==> config.mk <==
export PLATFORM = sky130hd
export DESIGN_NAME = metronome_beat_gen
export DESIGN_NICKNAME = d
export VERILOG_FILES = /design/src/rtl/metronome_pkg.sv /design/src/rtl/click_stretcher.sv /design/src/rtl/metronome_beat_gen.sv
export SDC_FILE = /design/constraint.sdc
export NUM_CORES = 1
export LEC_CHECK = 0
export ABC_AREA = 1
export ABC_CLOCK_PERIOD_IN_PS = 2700
export CORE_MARGIN = 5
export CORE_UTILIZATION = 30
export CTS_CLUSTER_SIZE = 8
export DETAILED_ROUTE_END_ITERATION = 8
export DONT_BUFFER_PORTS = 1
export GPL_TIMING_DRIVEN = 1
export SLEW_MARGIN = 20
export SYNTH_ARGS = -nofsm -noshare
export SYNTH_HDL_FRONTEND = slang
export SYNTH_SLANG_ARGS = --single-unit
==> constraint.sdc <==
create_clock -name clk_i -period 2.7 [get_ports clk_i]
set_input_delay 0.54 -clock clk_i [delete_from_list [all_inputs] [get_ports clk_i]]
set_output_delay 0.54 -clock clk_i [all_outputs]
set_load 0.05 [all_outputs]
==> src/rtl/metronome_pkg.sv <==
// Shared types and constants for the metronome tempo path (BPM width is common with the incrementer).
package metronome_pkg;

    localparam int BPM_W = 8;

    typedef enum logic [1:0] {
        STOPPED = 2'd0,
        START   = 2'd1,
        RUN     = 2'd2
    } state_e;

    // One beat costs CLK_HZ*60 accumulator units; each cycle adds the BPM value.
    function automatic logic [63:0] thresh(input logic [63:0] clk_hz);
        return clk_hz * 64'd60;
    endfunction

endpackage

==> src/rtl/click_stretcher.sv <==
// Retriggerable pulse stretcher: each trigger (re)loads CYCLES; output is high while the count is non-zero.
module click_stretcher #(
    parameter int CYCLES = 1
) (
    input  logic clk_i,
    input  logic rst_ni,
    input  logic trig_i,
    output logic out_o
);

    localparam int CNT_W = $clog2(CYCLES + 1);

    logic [CNT_W-1:0] cnt_q, cnt_d;

    always_comb begin
        cnt_d = cnt_q;
        if (trig_i) begin
            cnt_d = CNT_W'(CYCLES);
        end else if (cnt_q != '0) begin
            cnt_d = cnt_q - CNT_W'(1);
        end
    end

    always_ff @(posedge clk_i or negedge rst_ni) begin
        if (!rst_ni) begin
            cnt_q <= '0;
        end else begin
            cnt_q <= cnt_d;
        end
    end

    assign out_o = (cnt_q != '0);

endmodule

==> src/rtl/metronome_beat_gen.sv <==
// Phase-accumulator metronome: BEAT every CLK_HZ*60/BPM cycles, bar ACCENT, stretched CLICK.
// Bar counter / accent logic is built only when METRO_ACCENT_EN is defined.
module metronome_beat_gen
    import metronome_pkg::*;
#(
    parameter int CLK_HZ   = 50_000_000,
    parameter int ACC_W    = 32,
    parameter int BPM_MIN  = 30,
    parameter int BPM_MAX  = 250,
    parameter int CLICK_MS = 20
) (
    input  logic             clk_i,
    input  logic             rst_ni,
    input  logic             enable_i,
    input  logic [BPM_W-1:0] bpm_i,
    input  logic [2:0]       beats_per_bar_i,
    output logic             beat_o,
    output logic             accent_o,
    output logic [2:0]       beat_cnt_o,
    output logic             click_o,
    output state_e           state_o
);

    localparam logic [63:0]      THRESH    = thresh(64'(CLK_HZ));
    localparam logic [ACC_W-1:0] THRESH_A  = THRESH[ACC_W-1:0];
    localparam int               CLICK_RAW = CLK_HZ / 1000 * CLICK_MS;
    localparam int               CLICK_CYC = (CLICK_RAW < 1) ? 1 : CLICK_RAW;
    localparam logic [BPM_W-1:0] BPM_LO    = BPM_W'(BPM_MIN);
    localparam logic [BPM_W-1:0] BPM_HI    = BPM_W'(BPM_MAX);

    state_e           state_q, state_d;
    logic [ACC_W-1:0] acc_q, acc_d, acc_sum;
    logic             beat_q, beat_d;
    logic [BPM_W-1:0] bpm_eff;
    logic             hit;
    logic             click_raw;

    always_comb begin
        bpm_eff = bpm_i;
        if (bpm_i < BPM_LO) begin
            bpm_eff = BPM_LO;
        end else if (bpm_i > BPM_HI) begin
            bpm_eff = BPM_HI;
        end
    end

    assign acc_sum = acc_q + {{(ACC_W-BPM_W){1'b0}}, bpm_eff};
    assign hit     = (acc_sum >= THRESH_A);

    always_comb begin
        state_d = state_q;
        acc_d   = acc_q;
        beat_d  = 1'b0;
        case (state_q)
            STOPPED: begin
                acc_d = '0;
                if (enable_i) state_d = START;
            end
            START: begin
                acc_d   = '0;
                beat_d  = 1'b1;
                state_d = RUN;
            end
            RUN: begin
                if (hit) begin
                    acc_d  = acc_sum - THRESH_A;
                    beat_d = 1'b1;
                end else begin
                    acc_d = acc_sum;
                end
            end
            default: state_d = STOPPED;
        endcase
        // Dropping ENABLE overrides everything, including a beat due this cycle.
        if (!enable_i) begin
            state_d = STOPPED;
            acc_d   = '0;
            beat_d  = 1'b0;
        end
    end

    always_ff @(posedge clk_i or negedge rst_ni) begin
        if (!rst_ni) begin
            state_q <= STOPPED;
            acc_q   <= '0;
            beat_q  <= 1'b0;
        end else begin
            state_q <= state_d;
            acc_q   <= acc_d;
            beat_q  <= beat_d;
        end
    end

`ifdef METRO_ACCENT_EN
    logic [2:0] cnt_q, cnt_d;
    logic [3:0] cnt_inc;
    logic       accent_q, accent_d;

    always_comb begin
        cnt_inc = {1'b0, cnt_q} + 4'd1;
        cnt_d   = cnt_q;
        if (!enable_i || state_q != RUN) begin
            cnt_d = 3'd0;
        end else if (hit) begin
            // Compare against the live bar length so a shortened bar wraps instead of overrunning.
            cnt_d = (cnt_inc >= {1'b0, beats_per_bar_i}) ? 3'd0 : cnt_inc[2:0];
        end
        accent_d = beat_d && (cnt_d == 3'd0) && (beats_per_bar_i != 3'd0);
    end

    always_ff @(posedge clk_i or negedge rst_ni) begin
        if (!rst_ni) begin
            cnt_q    <= 3'd0;
            accent_q <= 1'b0;
        end else begin
            cnt_q    <= cnt_d;
            accent_q <= accent_d;
        end
    end

    assign beat_cnt_o = cnt_q;
    assign accent_o   = accent_q;
`else
    logic unused_bpb;
    assign unused_bpb = ^beats_per_bar_i;
    assign beat_cnt_o = 3'd0;
    assign accent_o   = 1'b0;
`endif

    // Triggered by the next-state beat so CLICK rises in the same cycle as BEAT.
    click_stretcher #(
        .CYCLES(CLICK_CYC)
    ) u_click (
        .clk_i (clk_i),
        .rst_ni(rst_ni),
        .trig_i(beat_d),
        .out_o (click_raw)
    );

    assign click_o = click_raw && enable_i && (state_q == RUN);
    assign beat_o  = beat_q;
    assign state_o = state_q;

endmodule

==> summary.txt <==
Final net count -> 1,003
Synth Flop Type -> dfrtp_1
Initial antenna violation count -> 0
Seq cells post-synth -> 55
Num CTS Buffers -> 5
Post-synthesis sequential area ratio -> 27.6%
Fin. max-slew vios -> 0
Setup CP Type -> in2reg
Synth Warn # -> 0
Relative slew margins -> 44.2%
Largest net degree at the start of global routing -> 56
Maximum vdd drop -> 0.447 mV
Post-synthesis instance area -> 4990 sq um
Placed inst area -> 6180 sq um
Number of synthesized flops with an enable pin -> 0
Delay-heaviest family, CP -> simple AND/OR/NAND/NOR gates
Boundary Pins -> 22
Final core occ -> 45.4%
Core area -> 16,500 sq um
Pwr dens -> 399 nW/um^2
Worst setup margin -> -490 ps
Site Rows -> 47
Routed vias -> 5,822
Worst path bufs/invs -> 2
CP required -> 2880 ps
IO Port Bufs -> 0
Worst-path clk slew -> 80 ps
Clock Latency Late Sink -> 320 ps
Worst path slowest cell -> fa_2
Ys async rst share -> 100%
Vias in the first global route -> 5,640
CTS Sinks -> 55
Total Wirelength -> 16,900 um
FF/Latch Area -> 1380 sq um
Non-filler instance count after layout -> 1,195
Crit path launch type -> input pin
Layout cells sized above 1 -> 39.4%
Grt ovf -> 0
Overall Global Routing Usage -> 17.4%
Outcome -> finished with violations
Post-layout power -> 2980 uW
Max cap viols -> 0
Count of different cell masters after synthesis -> 47
Die area -> 19,300 sq um
Slowest Stage Delay on Critical Path -> 430 ps
Syn Inst Count -> 812
Filler cell count -> 1,636
Die Y -> 139 um
Hold WC Path Type -> in2async
R2R depth -> 17
Remaining antenna violation count -> 0
Multi-input gate area -> 3890 sq um
Fin crit share -> 118%
Nature of the critical path endpoint -> register
DP HPWL -> 12,300 um
Starting Density -> 30.3%
Critical path depth -> 23
Shortest period the worst path allows -> 3190 ps
Root buffer cell -> clkbuf_16
First-pass DRT Iterations -> 5
Placed Cells -> 1,144
Initial drt markers -> 360
Static leakage -> 0.00355 uW
Post-route cell area -> 7470 sq um
Failing checks -> setup timing
Final setup fails -> 44
Drt wl/cell -> 14.1 um
Top fanout value on the critical path -> 8
H-tree Lvls -> 2
Clock buffer depth -> 2
F_max -> 0.313 GHz
DR vias/cell -> 4.87
Setup TNS Final -> -19,190 ps
Cell Chain, Critical Path -> nand2_8 > nor3_2 > o21ai_1 > nor2_1 > nor2_1 > ha_2 > fa_2 > nand3_2 > nand3_4 > nand2_4 > nand2_4 > nand2_2 > nand2_2 > nand2_2 > inv_2 > nor2_1 > nand2_1 > nor2_4 > nand3_4 > nand3_4 > buf_8 > xor2_1 > o22ai_1
Setup Skew -> 11.6 ps
Area growth, synth to finish -> 49.8%
Synth Area per Inst -> 6.14 sq um
Global-route wire length before repair -> 27,600 um
Final Hold Fails -> 0
Residual DRC count -> 0
CTS tree -> built
Die Wd -> 139 um
Routability Congestion -> 0.953
ANT cells -> 0
Crit path DAT -> 3370 ps
RSZ-0062 raised after global routing -> true
Slew @ Worst Pin -> 836 ps
## final timing paths
| check | slack [ps] | to | startpoint |
|---|---|---|---|
| worst max register to register | -410 | u_click.cnt_q[18]$_DFFE_PN0P_ | acc_q[7]$_DFFE_PN0P_ |
| worst max-delay path | -490 | acc_q[9]$_DFFE_PN0P_ | bpm_i[6] |
| worst min register to register | 500 | acc_q[7]$_DFFE_PN0P_ | acc_q[7]$_DFFE_PN0P_ |
| max in group asynchronous | 2350 | acc_q[22]$_DFFE_PN0P_ | rst_ni |
| min in group clk_i | 380 | state_o[0]$_DFFE_PN0P_ | enable_i |
| worst min-delay path | 70 | acc_q[1]$_DFFE_PN0P_ | rst_ni |
## state kept, by name, indices dropped and copies added, names as in the netlist
register,cells
beat_o,1
state_o,2
acc_q,32
u_click.cnt_q,20
## worst register-to-register path, cell delays in order (launching register included)
cell	delay, ps
dfrtp_1	390
ha_1	350
nand2_1	160
inv_1	50
a21boi_0	350
nand3_4	220
nand2_2	110
nand2_1	60
nand2_2	120
inv_1	80
nand2_2	80
nand2_2	70
a21oi_4	230
nand3_4	200
o21ai_4	220
buf_12	160
buf_6	120
nand2_1	40
## logic make-up after synthesis
logic type,Yosys count,share of synthesized area [%]
AND/OR/NAND/NOR,522,45.6
buffers and inverters,123,10.1
AO/OA/AOI/OAI,76,9.19
flip-flops,55,27.6
XOR/XNOR,20,3.51
adder cells (fa/ha/maj),15,3.91
other,1,0.0752
## cell usage after synthesis (2+ instances only)
master / number / share of area (%)
nor4_1: 3 / 0.38
a21oi_2: 2 / 0.35
a22o_1: 2 / 0.35
a21oi_1: 23 / 2.3
inv_1: 103 / 7.8
nor2_2: 2 / 0.25
o21bai_1: 2 / 0.30
nand2_2: 10 / 1.3
xor2_1: 10 / 1.8
nor2_1: 98 / 7.4
dfrtp_1: 55 / 28
xnor2_1: 10 / 1.8
nand3_2: 3 / 0.60
or2_2: 6 / 0.75
nor2_4: 2 / 0.45
clkbuf_1: 7 / 0.53
nand3_1: 78 / 7.8
ha_1: 14 / 3.5
nor3_1: 17 / 1.7
o22ai_1: 15 / 1.9
o21ai_0: 24 / 2.4
nand2_1: 279 / 21
buf_4: 6 / 0.90
nand3b_1: 3 / 0.45
nand4_1: 15 / 1.9
buf_6: 2 / 0.45
## metal layers
layer	global-route usage [%]	routed length (um)
met5	0	0
met2	29.2	7970
met3	2.34	788
met4	6.49	586
met1	23.0	7510
## final cells by class
cell class              count  share of cell area (%)
clock buffers               5                    1.67
repair buffers            167                    18.0
flip-flops and latches     55                    18.4
multi-input cells         638                    52.1
repair inverters            1                   0.151
clock inverters             3                   0.452
well taps                 220                    3.68
inverters                 106                    5.51
## through the flow
step	setup slack (ps)	hold WS [ps]
after floorplan	-569	244
after global placement	-1030	247
after detailed placement	-1050	247
after CTS	-430	88.1
after global routing	-699	87.4
final	-490	65.5
## power by group
| group | switching (uW) | total [uW] | internal [uW] |
|---|---|---|---|
| Clock | 361 | 719 | 359 |
| Sequential | 135 | 1100 | 969 |
| Combinational | 695 | 1160 | 465 |
| Total | 1190 | 2980 | 1790 |
## what timing repair did
| action | in CTS | in global routing |
|---|---|---|
| buffers inserted | 32 | 9 |
| pin swaps | 54 | 44 |
| endpoints found under the setup margin | 45 | 45 |
| gates cloned | 2 | 0 |
| hold endpoints to repair | 55 | 0 |
| hold buffers | 1 | 0 |
| gates resized for setup | 125 | 97 |
## cells in the final DEF, fill, tap and decap left out, types with 16 or more instances in the layout
cell type  Yosys  layout
nand2_1      279     208
buf_4          6     152
inv_1        103      90
nor2_1        98      71
nand2_2       10      64
dfrtp_1       55      55
nand3_1       78      49
nand3_2        3      26
nor2_2         2      21
nand2_4        0      16
Power figures use the tool's default switching activity.
